## src/rtl/sdram_arbiter.sv

```systemverilog
// Arbitrates the SDRAM command port between camera writes, VGA reads and auto-refresh,
// and generates burst addresses for a double-buffered frame store.
module sdram_arbiter #(
    parameter int unsigned BURST_LEN      = 256,
    parameter int unsigned FRAME_WORDS    = 307200,
    parameter int unsigned FRAME_BASE     = 524288,
    parameter int unsigned REFRESH_CYCLES = 780,
    parameter int unsigned RD_LOW_MARK    = 256,
    parameter int unsigned ADDR_W         = 24,
    parameter int unsigned LVL_W          = 10
) (
    input  logic              CLK,
    input  logic              RST,
    input  logic [LVL_W-1:0]  wr_fifo_level,
    input  logic              wr_frame_start,
    input  logic [LVL_W-1:0]  rd_fifo_level,
    input  logic [LVL_W-1:0]  rd_fifo_space,
    input  logic              rd_frame_start,
    output logic              cmd_valid,
    input  logic              cmd_ready,
    output logic [1:0]        cmd_type,
    output logic [ADDR_W-1:0] cmd_addr,
    input  logic              cmd_done,
    output logic              wr_bank,
    output logic              rd_bank,
    output logic              busy
);

    localparam int unsigned PTR_W = $clog2(FRAME_WORDS + 1);
    localparam int unsigned TMR_W = $clog2(REFRESH_CYCLES);

    localparam logic [LVL_W-1:0]  BURST_LVL = LVL_W'(BURST_LEN);
    localparam logic [LVL_W-1:0]  LOW_LVL   = LVL_W'(RD_LOW_MARK);
    localparam logic [PTR_W-1:0]  BURST_PTR = PTR_W'(BURST_LEN);
    localparam logic [PTR_W-1:0]  FRAME_PTR = PTR_W'(FRAME_WORDS);
    localparam logic [ADDR_W-1:0] BASE_ADDR = ADDR_W'(FRAME_BASE);
    localparam logic [TMR_W-1:0]  TMR_LAST  = TMR_W'(REFRESH_CYCLES - 1);

    localparam logic [1:0] CMD_WR  = 2'b00;
    localparam logic [1:0] CMD_RD  = 2'b01;
    localparam logic [1:0] CMD_REF = 2'b10;

    typedef enum logic [1:0] {
        ST_IDLE,
        ST_ISSUE,
        ST_WAIT
    } state_t;

    state_t             state;
    logic [TMR_W-1:0]   tmr;
    logic               refresh_pending;
    logic [PTR_W-1:0]   wr_ptr;
    logic [PTR_W-1:0]   rd_ptr;
    logic               wr_active;
    logic               rd_active;
    logic               wr_full;
    logic               rd_full;
    logic               last_done;
    logic               last_rd;

    logic               wr_ok;
    logic               rd_ok;
    logic               rd_urgent;
    logic               accept;
    logic               tmr_expire;
    logic               gnt;
    logic [1:0]         gnt_type;
    logic [ADDR_W-1:0]  gnt_addr;
    logic [PTR_W-1:0]   wr_ptr_nxt;
    logic [PTR_W-1:0]   rd_ptr_nxt;

    // Request eligibility and the grant decision taken in IDLE
    always_comb begin
        wr_ok      = wr_active && !wr_full && (wr_fifo_level >= BURST_LVL);
        rd_ok      = rd_active && !rd_full && (rd_fifo_space >= BURST_LVL);
        rd_urgent  = rd_ok && (rd_fifo_level < LOW_LVL);
        accept     = (state == ST_ISSUE) && cmd_ready;
        tmr_expire = (tmr == TMR_LAST);
        wr_ptr_nxt = wr_ptr + BURST_PTR;
        rd_ptr_nxt = rd_ptr + BURST_PTR;
        gnt        = 1'b0;
        gnt_type   = CMD_WR;
        gnt_addr   = '0;
        if (refresh_pending) begin
            gnt      = 1'b1;
            gnt_type = CMD_REF;
        end else if (rd_urgent || (rd_ok && !(wr_ok && last_rd))) begin
            // A non-urgent read yields to a write only when the previous grant was a read
            gnt      = 1'b1;
            gnt_type = CMD_RD;
            gnt_addr = (rd_bank ? BASE_ADDR : '0) + ADDR_W'(rd_ptr);
        end else if (wr_ok) begin
            gnt      = 1'b1;
            gnt_type = CMD_WR;
            gnt_addr = (wr_bank ? BASE_ADDR : '0) + ADDR_W'(wr_ptr);
        end
    end

    always_ff @(posedge CLK) begin
        if (RST) begin
            state           <= ST_IDLE;
            cmd_valid       <= 1'b0;
            cmd_type        <= CMD_WR;
            cmd_addr        <= '0;
            busy            <= 1'b0;
            tmr             <= '0;
            refresh_pending <= 1'b0;
            wr_ptr          <= '0;
            rd_ptr          <= '0;
            wr_active       <= 1'b0;
            rd_active       <= 1'b0;
            wr_full         <= 1'b0;
            rd_full         <= 1'b0;
            wr_bank         <= 1'b0;
            rd_bank         <= 1'b0;
            last_done       <= 1'b0;
            last_rd         <= 1'b1;
        end else begin
            tmr <= tmr_expire ? '0 : tmr + TMR_W'(1);

            if (accept && cmd_type == CMD_REF) begin
                refresh_pending <= 1'b0;
            end
            if (tmr_expire) begin
                refresh_pending <= 1'b1;
            end

            if (accept && cmd_type == CMD_WR) begin
                wr_ptr  <= wr_ptr_nxt;
                wr_full <= (wr_ptr_nxt == FRAME_PTR);
                last_rd <= 1'b0;
            end
            if (accept && cmd_type == CMD_RD) begin
                rd_ptr  <= rd_ptr_nxt;
                rd_full <= (rd_ptr_nxt == FRAME_PTR);
                last_rd <= 1'b1;
            end

            // Frame starts override any same-cycle pointer advance
            if (wr_frame_start) begin
                wr_active <= 1'b1;
                wr_ptr    <= '0;
                wr_full   <= 1'b0;
                if (wr_full) begin
                    last_done <= wr_bank;
                    wr_bank   <= ~wr_bank;
                end
            end
            if (rd_frame_start) begin
                rd_active <= 1'b1;
                rd_ptr    <= '0;
                rd_full   <= 1'b0;
                rd_bank   <= last_done;
            end

            case (state)
                ST_IDLE: begin
                    if (gnt) begin
                        state     <= ST_ISSUE;
                        cmd_valid <= 1'b1;
                        busy      <= 1'b1;
                        cmd_type  <= gnt_type;
                        cmd_addr  <= gnt_addr;
                    end
                end
                ST_ISSUE: begin
                    if (cmd_ready) begin
                        state     <= ST_WAIT;
                        cmd_valid <= 1'b0;
                    end
                end
                ST_WAIT: begin
                    if (cmd_done) begin
                        state <= ST_IDLE;
                        busy  <= 1'b0;
                    end
                end
                default: begin
                    state     <= ST_IDLE;
                    cmd_valid <= 1'b0;
                    busy      <= 1'b0;
                end
            endcase
        end
    end

endmodule

```

## config.mk

```make
export PLATFORM = sky130hd
export DESIGN_NAME = sdram_arbiter
export DESIGN_NICKNAME = d
export VERILOG_FILES = /design/src/rtl/sdram_arbiter.sv
export SDC_FILE = /design/constraint.sdc
export NUM_CORES = 1
export LEC_CHECK = 0
export CORE_ASPECT_RATIO = 0.6
export CORE_MARGIN = 3
export CORE_UTILIZATION = 40
export DETAILED_ROUTE_END_ITERATION = 16
export PLACE_DENSITY = 0.69
export SETUP_SLACK_MARGIN = 0.02
export SLEW_MARGIN = 40
export SYNTH_ARGS = -nofsm -noshare
export SYNTH_HDL_FRONTEND = slang
export SYNTH_SLANG_ARGS = --single-unit
export TNS_END_PERCENT = 5
```

## constraint.sdc

```tcl
create_clock -name CLK -period 1.4 [get_ports CLK]
set_clock_uncertainty 0.15 [all_clocks]
set_input_delay 0.35 -clock CLK [delete_from_list [all_inputs] [get_ports CLK]]
set_output_delay 0.35 -clock CLK [all_outputs]
set_load 0.02 [all_outputs]
```

## Word-level counts from Yosys, hierarchy flattened

Index checks and enable logic that the tools add are counted.

| word-level totals | value |
|---|---|
| flip-flop bits (word level) | 87 |

| cells by class | value |
|---|---|
| equal/unequal tests | 10 |
| add/sub/neg operators | 5 |
| reductions and logical operators | 27 |
| muxes and demuxes | 21 |
| bitwise operators | 3 |
| order comparisons | 3 |

Operators with widths:

| operator | number |
|---|---|
| 21-bit two-way mux | 3 |
| 20-bit by 19-bit adder with 21-bit output | 2 |
| 20-bit two-way mux | 2 |
| 19-bit by 9-bit adder with 19-bit output (second input constant) | 2 |
| 19-bit == test (second input constant) | 2 |
| 10-bit by 9-bit >= comparator with 1-bit output (second input constant) | 2 |
| 1-bit logical AND | 11 |
| 10-bit by 1-bit adder with 10-bit output (second input constant) | 1 |
| 10-bit == test (second input constant) | 1 |
| 10-bit by 9-bit less-than comparator with 1-bit output (second input constant) | 1 |
| 1-bit two-way mux | 9 |
| 3-bit AND reduction | 3 |
| 2-bit two-way mux | 4 |
| 2-bit OR reduction | 4 |
| 2-bit inequality test (second input constant) | 3 |
| 1-bit case mux with 3 select lines | 2 |
| 2-bit case mux with 3 select lines | 1 |
| 2-bit by 1-bit == test with 1-bit output (second input constant) | 2 |
| 2-bit == test (second input constant) | 2 |
| 2-bit zero test | 2 |
| 2-bit AND reduction | 2 |
| 1-bit zero test | 3 |
| 1-bit inverter | 3 |
| 2-bit nonzero test | 1 |
| 1-bit logical OR | 1 |

## Depth between registers and ports, before layout

Gate-level depths: netlist of the first run.

| depth | value |
|---|---|
| word-level depth | 11 |
| mapped depth | 6 |

## Worst setup path after synthesis of the first run

OpenSTA, ideal clock, no wires.

| timing path | value |
|---|---|
| path kind | reg-to-reg |
| from | reg cmd_type[1] |
| to | reg wr_ptr[13] |
| setup slack | -0.145 ns |
| stages on the path, launching flop included | 6 |
| arrival time | 1.268 ns |
| data required time | 1.122 ns |
| setup time | 0.128 ns |
| path buffers | 0 |
| cells stage by stage | dfxtp_1 -> nand4bb_4 -> nor3_4 -> and3_1 -> xnor2_1 -> nor2_1 |

| on the way | value |
|---|---|
| longest elaborated chain between the ends | 2 |

Ends and longest elaborated chain:

| what | line | source |
|---|---|---|
| start: declaration | 21 | `output logic [1:0] cmd_type,` |
| start signal: assignment | 162 | `cmd_type <= gnt_type;` |
| 2-bit zero test | 128 | `if (accept && cmd_type == CMD_WR) begin` |
| 1-bit logical AND | 128 |  |
| end signal: assignment | 129 | `wr_ptr <= wr_ptr_nxt;` |
| end: declaration | 52 | `logic [PTR_W-1:0] wr_ptr;` |

Every way passes these cells.
A chain may end at the register's enable or synchronous reset.

## Final worst setup path of the first run

| timing path | value |
|---|---|
| from | reg state[1] |
| to | reg rd_full |

| on the way | value |
|---|---|
| longest elaborated chain between the ends | 3 |

Ends and longest elaborated chain:

| what | line | source |
|---|---|---|
| start: declaration | 49 | `state_t state;` |
| start signal: assignment | 101 | `state <= ST_IDLE;` |
| start signal: assignment | 159 | `state <= ST_ISSUE;` |
| start signal: assignment | 168 | `state <= ST_WAIT;` |
| 2-bit by 1-bit == test with 1-bit output | 77 | `accept = (state == ST_ISSUE) && cmd_ready;` |
| 1-bit logical AND | 77 |  |
| 1-bit logical AND | 133 | `if (accept && cmd_type == CMD_RD) begin` |
| end signal: assignment | 135 | `rd_full <= (rd_ptr_nxt == FRAME_PTR);` |
| end: declaration | 57 | `logic rd_full;` |

Every way passes these cells.

==> results.txt, run 1 <==
- Final hold analysis gives a worst-case slack of approximately 0.3 ns.
* Period minus WS final: 1.59 ns
* Post-Route WL: 8580 um
- Type of element capturing the critical path: register
- In the final layout, the share of cells above drive strength 1 is 0.416.
* Number of enable-type register cells in the synthesized netlist: 0
* Cell area after technology mapping: 0.00283 mm2
* Router iterations before antenna repair: 4
- Clock Latency Late Sink: 0.33 ns
- Once detail routing completed, the nets flagged for antenna violations numbered 0.
- Final clock period utilization by the worst path: 1.14
- Dividing the detail-routed wire length by the instance count gives ~17 um.
- Based on the critical path, the design can be clocked at up to 0.629 GHz.
- Critical Setup Path Class: register to register
- The finished layout holds about 500 standard cells, fillers aside.
- Post-route setup slack: -0.190 ns
* Internal power of the cells: 3.73 mW
- Number of remaining DRC errors: 0
* Number of distinct standard cells referenced by the synthesized netlist: 61
- Hold Crit Class: register to register
- At the worst endpoint, the required time is 1.50 ns.
- Setup slack on the worst reg-to-reg path comes out at -0.19 ns.
* Post-synth top area share: 0.418
- Startpoint type of the worst setup path: register
* Overall power of the completed layout: 4.85 mW
- Number of setup violations in the final report: 36
* DIE HEIGHT: 71.1 um
- Combinational share of power: 0.110
- Via count of the first global-routing pass: 2640
- The analysis attributes to cell leakage a power of 1.61 nW.
- Cells taking the most area after synthesis: sky130_fd_sc_hd__dfxtp_1, sky130_fd_sc_hd__nor2_1, sky130_fd_sc_hd__xor2_1
- Setup repair after global routing could not meet its margin everywhere.
* Residual overflow from global routing: 0
- Counting along the longest clock path gives a buffer depth of 2.
- Initial detailed-routing violation count: 199
- Fraction of registers with async set/reset: 0
- Footprint of the multi-input gates: 0.00172 mm2
- Part of the power in registers: 0.361
* DP Cell Count: 470
- Total number of nets in the final design: 440
- Final hold vios: 0
- Root buffer selected by CTS: sky130_fd_sc_hd__clkbuf_16
- Clock power share: 0.529
* Clock tree from TritonCTS: built
- Of the total power, the share spent switching nets is 0.231.
- Standard cell core area: 0.00676 mm2
* Number of fill cells in the layout: 573
- Data arrives at the worst endpoint at 1.69 ns.
- The run finished, with violations left.
- In this run the number of H-tree levels came out at 3.
- Maximum number of pins on one net before global-route repair: 18
- Buffers inserted during clock tree synthesis total 9.
* Clock-pin slew on the worst setup and hold paths: 0.06 ns
- Relative to the synthesized area, the layout overhead comes to 46.5%.
- In this run the worst path has a maximum fanout of 5.
- Mean area per synthesized cell: roughly 9 um2
- Failing checks: setup timing
- The largest total area in the synthesized netlist belongs to sky130_fd_sc_hd__dfxtp_1.
* Last weighted congestion value of the routability-driven placer: 0.859
- HPWL Detailed: 5680 um
- The most used flip-flop cell after synthesis is sky130_fd_sc_hd__dfxtp_1.
- 0 antenna diodes ended up in the layout.
* Avg Vias per Cell: 5.32
- For this design, the sink count on the clock tree is between 50 and 60.
- Slew Viols, Final: 0
- Port Buf Inserts: 29
- The die is 115 um wide.
- Synthesized instance count: 315
- Initial Utilization: 0.418
* Power density over the cells: 1170 mW/mm2
- Register area share after synthesis: 0.418
- Core Rows: 23
- For this run, the total global-route usage over all layers was measured as 0.227.
- Sequential cell area: 0.00121 mm2
* Boundary pin count: 66
- Count of vias placed by the detailed router: 2622
- Flip-flop and latch count after synthesis: just under 60
- Across the run, the number of max-cap violations was 0.
- Max VDD drop: approximately 890 uV
- The first global-routing pass estimated 13900 um of wire.
- The die covers 0.00815 mm2.
- For this run, the number of Yosys warnings is 0.
* Hold_buf cts: 0
* P_sw: 1.12 mW
- The initial antenna violation count came to 0.
-- cell usage in the layout, fill, tap and decap left out, types with 3 or more instances in the layout --
cell,Yosys,final
sky130_fd_sc_hd__buf_4,12,65
sky130_fd_sc_hd__nor2_1,47,44
sky130_fd_sc_hd__dfxtp_1,59,41
sky130_fd_sc_hd__nand2_1,23,21
sky130_fd_sc_hd__xor2_1,19,19
sky130_fd_sc_hd__dfxtp_2,0,17
sky130_fd_sc_hd__conb_1,1,12
sky130_fd_sc_hd__a21oi_1,15,11
sky130_fd_sc_hd__nand3_1,13,11
sky130_fd_sc_hd__a22oi_2,0,10
sky130_fd_sc_hd__xnor2_1,10,10
sky130_fd_sc_hd__buf_6,2,10
sky130_fd_sc_hd__clkbuf_16,0,9
sky130_fd_sc_hd__o2bb2ai_2,0,7
sky130_fd_sc_hd__nand4_1,7,7
sky130_fd_sc_hd__dlygate4sd2_1,0,7
sky130_fd_sc_hd__inv_1,6,5
sky130_fd_sc_hd__o2bb2ai_1,12,5
sky130_fd_sc_hd__o21ai_0,5,4
sky130_fd_sc_hd__buf_2,7,4
sky130_fd_sc_hd__a21oi_2,0,3
sky130_fd_sc_hd__nor3b_1,4,3
sky130_fd_sc_hd__nor3_1,3,3
sky130_fd_sc_hd__nand3_2,1,3
sky130_fd_sc_hd__nor2_2,1,3
sky130_fd_sc_hd__and3_1,3,3
sky130_fd_sc_hd__bufinv_16,0,3
-- synth_stat cells, types with 2 or more instances --
| master | count |
|---|---|
| sky130_fd_sc_hd__inv_1 | 6 |
| sky130_fd_sc_hd__nor2b_1 | 2 |
| sky130_fd_sc_hd__nand2_1 | 23 |
| sky130_fd_sc_hd__a21oi_1 | 15 |
| sky130_fd_sc_hd__nor3b_1 | 4 |
| sky130_fd_sc_hd__buf_6 | 2 |
| sky130_fd_sc_hd__nor2_1 | 47 |
| sky130_fd_sc_hd__o2bb2ai_1 | 12 |
| sky130_fd_sc_hd__nand4_2 | 2 |
| sky130_fd_sc_hd__xnor2_1 | 10 |
| sky130_fd_sc_hd__nor3_1 | 3 |
| sky130_fd_sc_hd__dfxtp_1 | 59 |
| sky130_fd_sc_hd__o211ai_1 | 2 |
| sky130_fd_sc_hd__nor3_2 | 2 |
| sky130_fd_sc_hd__o21ai_0 | 5 |
| sky130_fd_sc_hd__nand4_1 | 7 |
| sky130_fd_sc_hd__ha_1 | 3 |
| sky130_fd_sc_hd__xor2_1 | 19 |
| sky130_fd_sc_hd__a22oi_1 | 12 |
| sky130_fd_sc_hd__nand3_1 | 13 |
| sky130_fd_sc_hd__clkbuf_1 | 6 |
| sky130_fd_sc_hd__nand3b_1 | 2 |
| sky130_fd_sc_hd__buf_2 | 7 |
| sky130_fd_sc_hd__buf_4 | 12 |
| sky130_fd_sc_hd__and3_1 | 3 |
| sky130_fd_sc_hd__and3b_1 | 2 |
-- final cells by class --
| class | count | area share |
|---|---|---|
| Sequential cell | 59 | 0.291 |
| Tap cell | 87 | 0.0263 |
| Timing Repair Buffer | 91 | 0.179 |
| Clock buffer | 11 | 0.0586 |
| Multi-Input combinational cell | 234 | 0.415 |
| Inverter | 6 | 0.00543 |
| Clock inverter | 5 | 0.0242 |
-- power by group through the flow --
stage          logic (mW)  clock network [mW]  registers [mW]
2_1_floorplan       0.248                   0            1.79
3_3_place_gp        0.422                   0            1.78
3_5_place_dp        0.429                   0            1.78
4_1_cts             0.508                2.61            1.75
5_1_grt             0.571                2.71            1.76
6_report            0.533                2.57            1.75
-- critical path, cell delays in order (launching register included) --
cell and delay, ns:
sky130_fd_sc_hd__dfxtp_2 0.33, sky130_fd_sc_hd__nand4bb_4 0.34, sky130_fd_sc_hd__buf_12 0.20, sky130_fd_sc_hd__nor2_4 0.15, sky130_fd_sc_hd__o2111ai_1 0.14, sky130_fd_sc_hd__o31ai_2 0.19
-- flip-flops by register name (all words and copies together) (netlist names), 2 cells and up --
| name | count |
|---|---|
| rd_ptr | 11 |
| tmr | 10 |
| cmd_addr | 12 |
| state | 2 |
| cmd_type | 2 |
| wr_ptr | 11 |
-- metal layers --
layer  wire [um]  up-vias  track usage  share of wire
met5           0        -            0              0
met2        3650       86        0.315           0.43
met4          88        0       0.0540          0.010
met1        4160     1265        0.317           0.48
met3         683       12        0.109          0.080
li1            -     1259            -              -
-- cell families (layout without fill, tap and decap cells) --
family,Yosys count,count (layout),share of synthesized area
buffers and inverters,34,113,0.0694
AOI/OAI and AO/OA,61,61,0.156
other,1,12,0.00133
xor gates and xnor gates,29,29,0.0898
muxes,1,1,0.00354
adders and majority gates,3,3,0.0133
and+or+nand+nor,127,128,0.249
DFF,59,59,0.418
-- timing repair --
| item | 4_1_cts | 5_1_grt |
|---|---|---|
| pin swaps | 26 | 15 |
| endpoints found under the setup margin | 69 | 64 |
| setup buffers | 4 | 0 |
| gates cloned | 3 | 0 |
| gates resized for setup | 141 | 33 |
-- through the flow --
stage | util | setup WS (ns) | cell area (um2) | setup TNS [ns]
global route | 0.613 | -0.285 | 4140 | -6.71
CTS | 0.601 | -0.226 | 4060 | -3.86
floorplan | - | -0.0906 | 2880 | -1.88
detailed placement | 0.520 | -0.803 | 3520 | -31.56
finish | 0.613 | -0.190 | 4140 | -3.88
global placement | 0.520 | -0.755 | 3520 | -30.63
-- path summary, 6_finish.rpt --
path / startpoint / to / cells past startpoint
setup / recovery: state[1] / rd_full / 5
hold / removal: cmd_valid / cmd_valid / 2
setup reg to reg: state[1] / rd_full / 5
hold reg to reg: cmd_valid / cmd_valid / 2
Note: power is estimated with default switching activity, not from simulation.
==> run 2: changes to the inputs <==
Settings changed: REMOVE_ABC_BUFFERS from default to 1.
==> run 2 against run 1 <==
- the flow still finishes with violations (setup timing)
- critical path depth stayed put
- flip-flop and latch count unchanged
- wire length down 14%
- global-route usage decreased by 3.2 points
- combinational power fell by 7.1%
- non-clock buffer count decreased by 1
- power shrank 8.7%
- register-to-register slack improved by 0.04 ns
- design area fell by 4.6%
- count of clock-buffer cells in the layout stayed put
- sequential share of layout area is 1.1 points higher
- critical endpoint is now wr_full
- largest cell class unchanged
==> results.txt, run 2 (same netlist as run 1, synthesis figures left out) <==
- The switching power of the nets is 1.08 mW (-3.6%).
* Worst hold path depth: 1 (-1)
- Die Outline Area: 0.00815 mm2 (unchanged)
* Router iterations before antenna repair: 4 (unchanged)
- The maximum fanout along the worst path is 6 (+1).
- The register with the most flip-flops in the final layout is cmd_addr.
- The number of buffers added to fix hold violations after cts is 0 (unchanged).
- The detailed placer's ending HPWL came to 5300 um (-6.7%).
* Hold Crit Class: register to register
- CTS H-tree depth: 3 (unchanged)
- Residual overflow from global routing: 0 (unchanged)
- Worst flop-to-flop path endpoint: wr_full
- Chip width: 115 um (unchanged)
* Detail-routed net length per standard cell: 15.0 um (-14%)
- The final estimated routing congestion in global placement is 0.936 (+8.9%).
- The count of pins on the block boundary came to 66 (unchanged).
* Startpoint of the worst-slack reg-to-reg timing path: cmd_type[1]
* Initial Utilization: 0.418 (unchanged)
* Required time reported for the critical path endpoint: 1.49 ns (about the same)
* Number of antenna violations at the first check in global routing: 0 (unchanged)
- The latest clock arrival within the worst-skew pair came to 0.33 ns (about the same).
- Final hold vios: 0 (unchanged)
* Internal power of the cells: 3.35 mW (-10%)
- Core Rows: 23 (unchanged)
* GRT Resource Usage Total: 0.195 (-0.0320)
- STA classifies the critical path endpoint as a register.
- The count of input and output buffers was 29 (unchanged).
* Initial detailed-routing violation count: 150 (-25%)
- Standard cell core area: 0.00676 mm2 (unchanged)
- The critical path in this run is classified as register to register.
- Count of vias placed by the detailed router: 2483 (-5.3%)
* Startpoint type of the worst setup path: register
- From synthesis to final layout, the design area changed by 39.7%.
- Failing checks: setup timing
* Maximum number of pins on one net before global-route repair: 19 (+1)
* Clock tree from TritonCTS: built
- Number of buffers inserted during clock tree synthesis: 9 (unchanged)
* Arrival time of the worst setup path: 1.64 ns (-0.05 ns)
- The number of vias per cell is 5.06 (-4.9%).
* Via count of the first global-routing pass: 2377 (-10%)
- The slack of the worst reg-to-reg path came to -0.15 ns (+0.04 ns).
- Part of the power in registers: 0.395 (+0.034)
- Wire length on met1: 3840 um (-7.8%)
* Number of antenna diodes: 0 (unchanged)
* Slew Viols, Final: 0 (unchanged)
- The post-route worst setup slack was -0.155 ns (+0.0351 ns).
- Top layer in use: met4
- Root buffer selected by CTS: sky130_fd_sc_hd__clkbuf_16
* Post-Route WL: 7380 um (-14%)
- Largest registers: cmd_addr (12), rd_ptr (11), wr_ptr (11)
- Wire length of the first global-routing pass: 12100 um (-13%)
- Commonest cells after routing, fill and taps aside: sky130_fd_sc_hd__buf_4, sky130_fd_sc_hd__dfxtp_1, sky130_fd_sc_hd__nor2_1
- The run finished, with violations left.
- DP Cell Count: 470 (unchanged)
* Routed length on met3: 620 um (-9.2%)
- Combinational share of power: 0.112 (+0.002)
* Clock power share: 0.494 (-0.035)
- The part of the cycle the worst path needs was 1.11 (-0.0251).
* Fraction of power spent switching nets: 0.244 (+0.0129)
- Max FFs per register: 12 (unchanged)
* Period minus WS final: 1.55 ns (-0.0351 ns)
- The depth of the worst register-to-register path came to 5 (unchanged).
* DIE HEIGHT: 71.1 um (unchanged)
- The number of clock sinks came to 59 (unchanged).
- Setup repair after global routing could not meet its margin everywhere.
- The fmax was 0.643 GHz (+2.3%).
* Max clock buf depth: 2 (unchanged)
- The number of antenna-violating nets in the routed design was 0 (unchanged).
* Launch instance of the worst min-delay path: tmr[0]
* Max VDD drop: 634 uV (-29%)
- Most frequent standard cell in the layout excluding fill and tap cells: sky130_fd_sc_hd__buf_4
- Number of setup violations in the final report: 34 (-5.6%)
- Final std cells w/o fill: 491 (-0.41%)
- Overall power of the completed layout: 4.43 mW (-8.7%)
* LEAKAGE: 1.55 nW (-3.7%)
- Number of violations of the max-capacitance limit: 0 (unchanged)
- Hold-critical path endpoint: tmr[0]
- The fraction of final layout cells sized beyond drive strength 1 is 0.351 (-0.0648).
- Total number of nets in the final design: 438 (-0.45%)
- The power density over cell area was 1120 mW/mm2 (-4.3%).
- Number of remaining DRC errors: 0 (unchanged)
* Clock-pin slew on the worst setup and hold paths: 0.05 ns (about the same)
* Routed length on met2: 2860 um (-22%)
-- run 2: cell types whose count changed in the layout (fill, tap and decap cells not counted), moves of 6 or more --
| cell | change |
|---|---|
| sky130_fd_sc_hd__buf_2 | +10 |
| sky130_fd_sc_hd__dfxtp_1 | +10 |
| sky130_fd_sc_hd__dfxtp_2 | -10 |
| sky130_fd_sc_hd__a22oi_1 | +9 |
| sky130_fd_sc_hd__a22oi_2 | -9 |
| sky130_fd_sc_hd__buf_6 | -6 |
-- run 2: what timing repair did --
action	4_1_cts	5_1_grt
resized for setup	111	24
setup buffers	4	0
cloned	1	0
endpoints found under the setup margin	68	55
pin swaps	21	6
-- run 2: how the worst max path moves through the flow --
| stage | start | end | slack (ns) |
|---|---|---|---|
| after floorplan | cmd_type[0] | rd_full | -0.22 |
| after global placement | rd_fifo_level[8] | cmd_addr[11] | -0.79 |
| after global routing | cmd_type[1] | wr_ptr[13] | -0.25 |
| after CTS | cmd_type[1] | wr_ptr[18] | -0.15 |
| after detailed placement | rd_fifo_level[9] | cmd_addr[17] | -0.79 |
| final | cmd_type[1] | wr_full | -0.15 |
-- run 2: routing by layer --
layer / global-route usage / vias to the layer above
li1: - / 1261
met1: 0.290 / 1155
met2: 0.258 / 60
met3: 0.0658 / 7
met4: 0.0711 / 0
met5: 0 / -
-- run 2: power groups by stage --
stage,combinational (mW),clock [mW],sequential [mW]
detailed placement,0.432,0,1.78
CTS,0.477,2.25,1.74
finish,0.495,2.19,1.75
floorplan,0.176,0,1.81
global placement,0.432,0,1.77
global route,0.529,2.32,1.75
-- run 2: cell type report --
cell class                 instances  area [um2]
clock buffer                      11         243
clock inverter                     5        52.6
fill                             598        2810
inverter                           6        22.5
multi-input combinational        233        1650
sequential                        59        1190
tap                               87         109
timing repair buffer              90         686
-- run 2: per-stage QoR --
stage | setup WS, ns | hold slack (ns) | instance area, um2 | util | TNS, ns
floorplan | -0.222 | 0.268 | 2700 | - | -5.05
global placement | -0.794 | 0.281 | 3530 | 0.522 | -29.94
detailed placement | -0.794 | 0.292 | 3530 | 0.522 | -29.81
CTS | -0.153 | 0.298 | 3860 | 0.571 | -2.86
global route | -0.246 | 0.318 | 3950 | 0.584 | -5.33
finish | -0.155 | 0.290 | 3950 | 0.584 | -2.70
-- run 2: worst max-delay path, stage by stage, from the launching register on --
cell,delay [ns]
sky130_fd_sc_hd__dfxtp_2,0.34
sky130_fd_sc_hd__nand4bb_4,0.35
sky130_fd_sc_hd__nor2_4,0.24
sky130_fd_sc_hd__buf_6,0.12
sky130_fd_sc_hd__a21oi_1,0.04
sky130_fd_sc_hd__a211oi_2,0.21
==> run 3: changes to the inputs <==
Settings changed: CORE_MARGIN 3 to default.
==> run 3 against run 2 <==
- the run still ends with setup timing left
- power is 10% higher
- design area increased by 4.9%
- combinational power is 11% higher
- non-clock buffer count grew 8
- fmax down 1.4%
- via count grew 3.1%
- wire length up 6.0%
- cell count up 1.4%
- critical endpoint is now wr_ptr[14]
- highest routed layer unchanged
==> results.txt, run 3 (same netlist as run 1, synthesis figures left out) <==
- The number of flip-flops in the largest register is 12 (unchanged).
* Reg with most FFs: cmd_addr
- The register clock-pin slew on the reported worst setup and hold paths came to 0.05 ns (about the same).
- The number of maximum-capacitance violations is 0 (unchanged).
* Detail-routed net length per standard cell: 15.7 um (+4.5%)
* Final hold vios: 0 (unchanged)
* Number of remaining DRC errors: 0 (unchanged)
* Number of clock sinks: 59 (unchanged)
- The total die area came to 0.00742 mm2 (-8.9%).
- Final std cells w/o fill: 498 (+1.4%)
- Max VDD drop: 1030 uV (+63%)
- Setup TNS Final: -2.98 ns (-0.285 ns)
- The fraction of final layout cells sized beyond drive strength 1 was 0.401 (+0.0500).
* Number of buffers inserted during clock tree synthesis: 9 (unchanged)
- The remaining global-route overflow came to 0 (unchanged).
* LEAKAGE: 1.64 nW (+5.4%)
* DP Cell Count: 474 (+0.85%)
* Overall power of the completed layout: 4.89 mW (+10%)
- The minimum clock period after layout came to 1.58 ns (+0.0217 ns).
- Setup repair after global routing could not meet its margin everywhere.
- Last weighted congestion value of the routability-driven placer: 0.898 (-4.0%)
* Largest driver fanout on the critical path: 3 (-3)
* Chip width: 111 um (-3.5%)
- Initial detailed-routing violation count: 147 (-2.0%)
- Total number of nets in the final design: 446 (+1.8%)
* Boundary pin count: 66 (unchanged)
- The number of buffers added to fix hold violations after cts is 0 (unchanged).
* Slew Viols, Final: 0 (unchanged)
* Number of setup violations in the final report: 33 (-2.9%)
- The antenna diode instance count is 0 (unchanged).
* Hold Crit Class: primary input to register
- The via count of the first global-routing pass was 2368 (-0.38%).
- Placed cell area: 0.00355 mm2 (+0.50%)
* Max clock buf depth: 2 (unchanged)
* Avg Vias per Cell: 5.14 (+1.6%)
* Post-Route WL: 7830 um (+6.0%)
- HPWL Detailed: 5240 um (-1.2%)
- Largest registers: cmd_addr (12), rd_ptr (11), wr_ptr (11)
* Final hold slack: 0.232 ns (-0.0577 ns)
* Minimum setup slack after placement: -0.844 ns (-0.0499 ns)
- The part of the cycle the worst path needs was 1.13 (+0.0155).
- The count of input and output buffers came to 29 (unchanged).
* Root buffer selected by CTS: sky130_fd_sc_hd__clkbuf_16
* Number of antenna violations at the first check in global routing: 0 (unchanged)
* Commonest cells after routing, fill and taps aside: sky130_fd_sc_hd__buf_4, sky130_fd_sc_hd__dfxtp_1, sky130_fd_sc_hd__nor2_1
- GRT Resource Usage Total: 0.222 (+0.0267)
- Critical Setup Path Class: register to register
- Power density over the cells: 1180 mW/mm2 (+5.2%)
- DIE HEIGHT: 67.1 um (-5.6%)
- The number of rows created at floorplan came to 23 (unchanged).
- Wire length of the first global-routing pass: 12300 um (+2.0%)
- The worst setup path is captured at a register.
- TritonCTS built the clock tree.
- The run finished, with violations left.
- The library cell used most frequently in the layout, excluding fill and tap cells, is sky130_fd_sc_hd__buf_4.
- The number of antenna-violating nets in the routed design was 0 (unchanged).
- The post-route worst setup slack was -0.177 ns (-0.0217 ns).
- The pin count of the biggest net entering global routing is 13 (-6).
- The worst setup path is launched from a register.
- Router iterations before antenna repair: 5 (+1)
- The number of H-tree levels came to 3 (unchanged).
* Clock Latency Late Sink: 0.34 ns (about the same)
- Layout Area Growth over Synthesis: 46.6%
* Initial Utilization: 0.418 (unchanged)
- Required time reported for the critical path endpoint: 1.48 ns (about the same)
- Count of vias placed by the detailed router: 2559 (+3.1%)
- Arrival time of the worst setup path: 1.66 ns (+0.02 ns)
- The checks that failed: setup timing.
- The cell area after layout is 0.00415 mm2 (+4.9%).
- The utilization after layout is 0.613 (+0.0289).
* Number of fill cells in the layout: 562 (-6.0%)
- Standard cell core area: 0.00676 mm2 (unchanged)
- Fmax: 0.634 GHz (-1.4%)
## run 3: cell count changes in the layout (fill, tap and decap cells not counted), moves of 3 or more
cell	delta
sky130_fd_sc_hd__a22oi_1	-8
sky130_fd_sc_hd__a22oi_2	+8
sky130_fd_sc_hd__buf_4	+3
sky130_fd_sc_hd__buf_6	+3
sky130_fd_sc_hd__clkinv_2	-3
## run 3: path summary, 6_finish.rpt
| check | endpoint | startpoint | slack [ns] | cells past startpoint |
|---|---|---|---|---|
| worst max register to register | wr_ptr[14] | state[1] | -0.18 | 6 |
| worst max-delay path | wr_ptr[14] | state[1] | -0.18 | 6 |
| worst min-delay path | wr_active | wr_frame_start | 0.23 | 4 |
| worst min register to register | cmd_valid | cmd_valid | 0.30 | 2 |
## run 3: critical path, stage by stage (launching register included)
cell and delay [ns]:
sky130_fd_sc_hd__dfxtp_2 0.32, sky130_fd_sc_hd__nand4bb_4 0.29, sky130_fd_sc_hd__buf_12 0.18, sky130_fd_sc_hd__nor3_4 0.20, sky130_fd_sc_hd__nand4_1 0.14, sky130_fd_sc_hd__xor2_1 0.15, sky130_fd_sc_hd__nor2_1 0.05
## run 3: area by class of cell
| cell class | count | area [um2] | area share |
|---|---|---|---|
| clock buffers | 11 | 253 | 0.0610 |
| clock inverters | 4 | 97.6 | 0.0235 |
| inverters | 6 | 22.5 | 0.00543 |
| multi-input cells | 233 | 1710 | 0.412 |
| flip-flops and latches | 59 | 1200 | 0.289 |
| well taps | 87 | 109 | 0.0263 |
| repair buffers | 98 | 758 | 0.183 |
## run 3: routing by layer
layer | vias to the layer above | GRT usage | part of all wire
li1 | 1271 | - | -
met5 | - | 0 | 0
met1 | 1187 | 0.318 | 0.50
met4 | 0 | 0.0817 | 0.012
met2 | 94 | 0.307 | 0.41
met3 | 7 | 0.0718 | 0.081
## run 3: timing repair
item | CTS | global route
setup endpoints to repair | 68 | 52
pin swaps | 27 | 17
gates cloned | 1 | 0
setup buffers | 6 | 2
resized for setup | 129 | 26
## run 3: report_power, final
part,leakage (nW),internal [mW],switching (mW)
registers,0.482,1.72,0.0292
logic,0.986,0.241,0.308
clock network,0.168,1.82,0.773
total,1.64,3.78,1.11
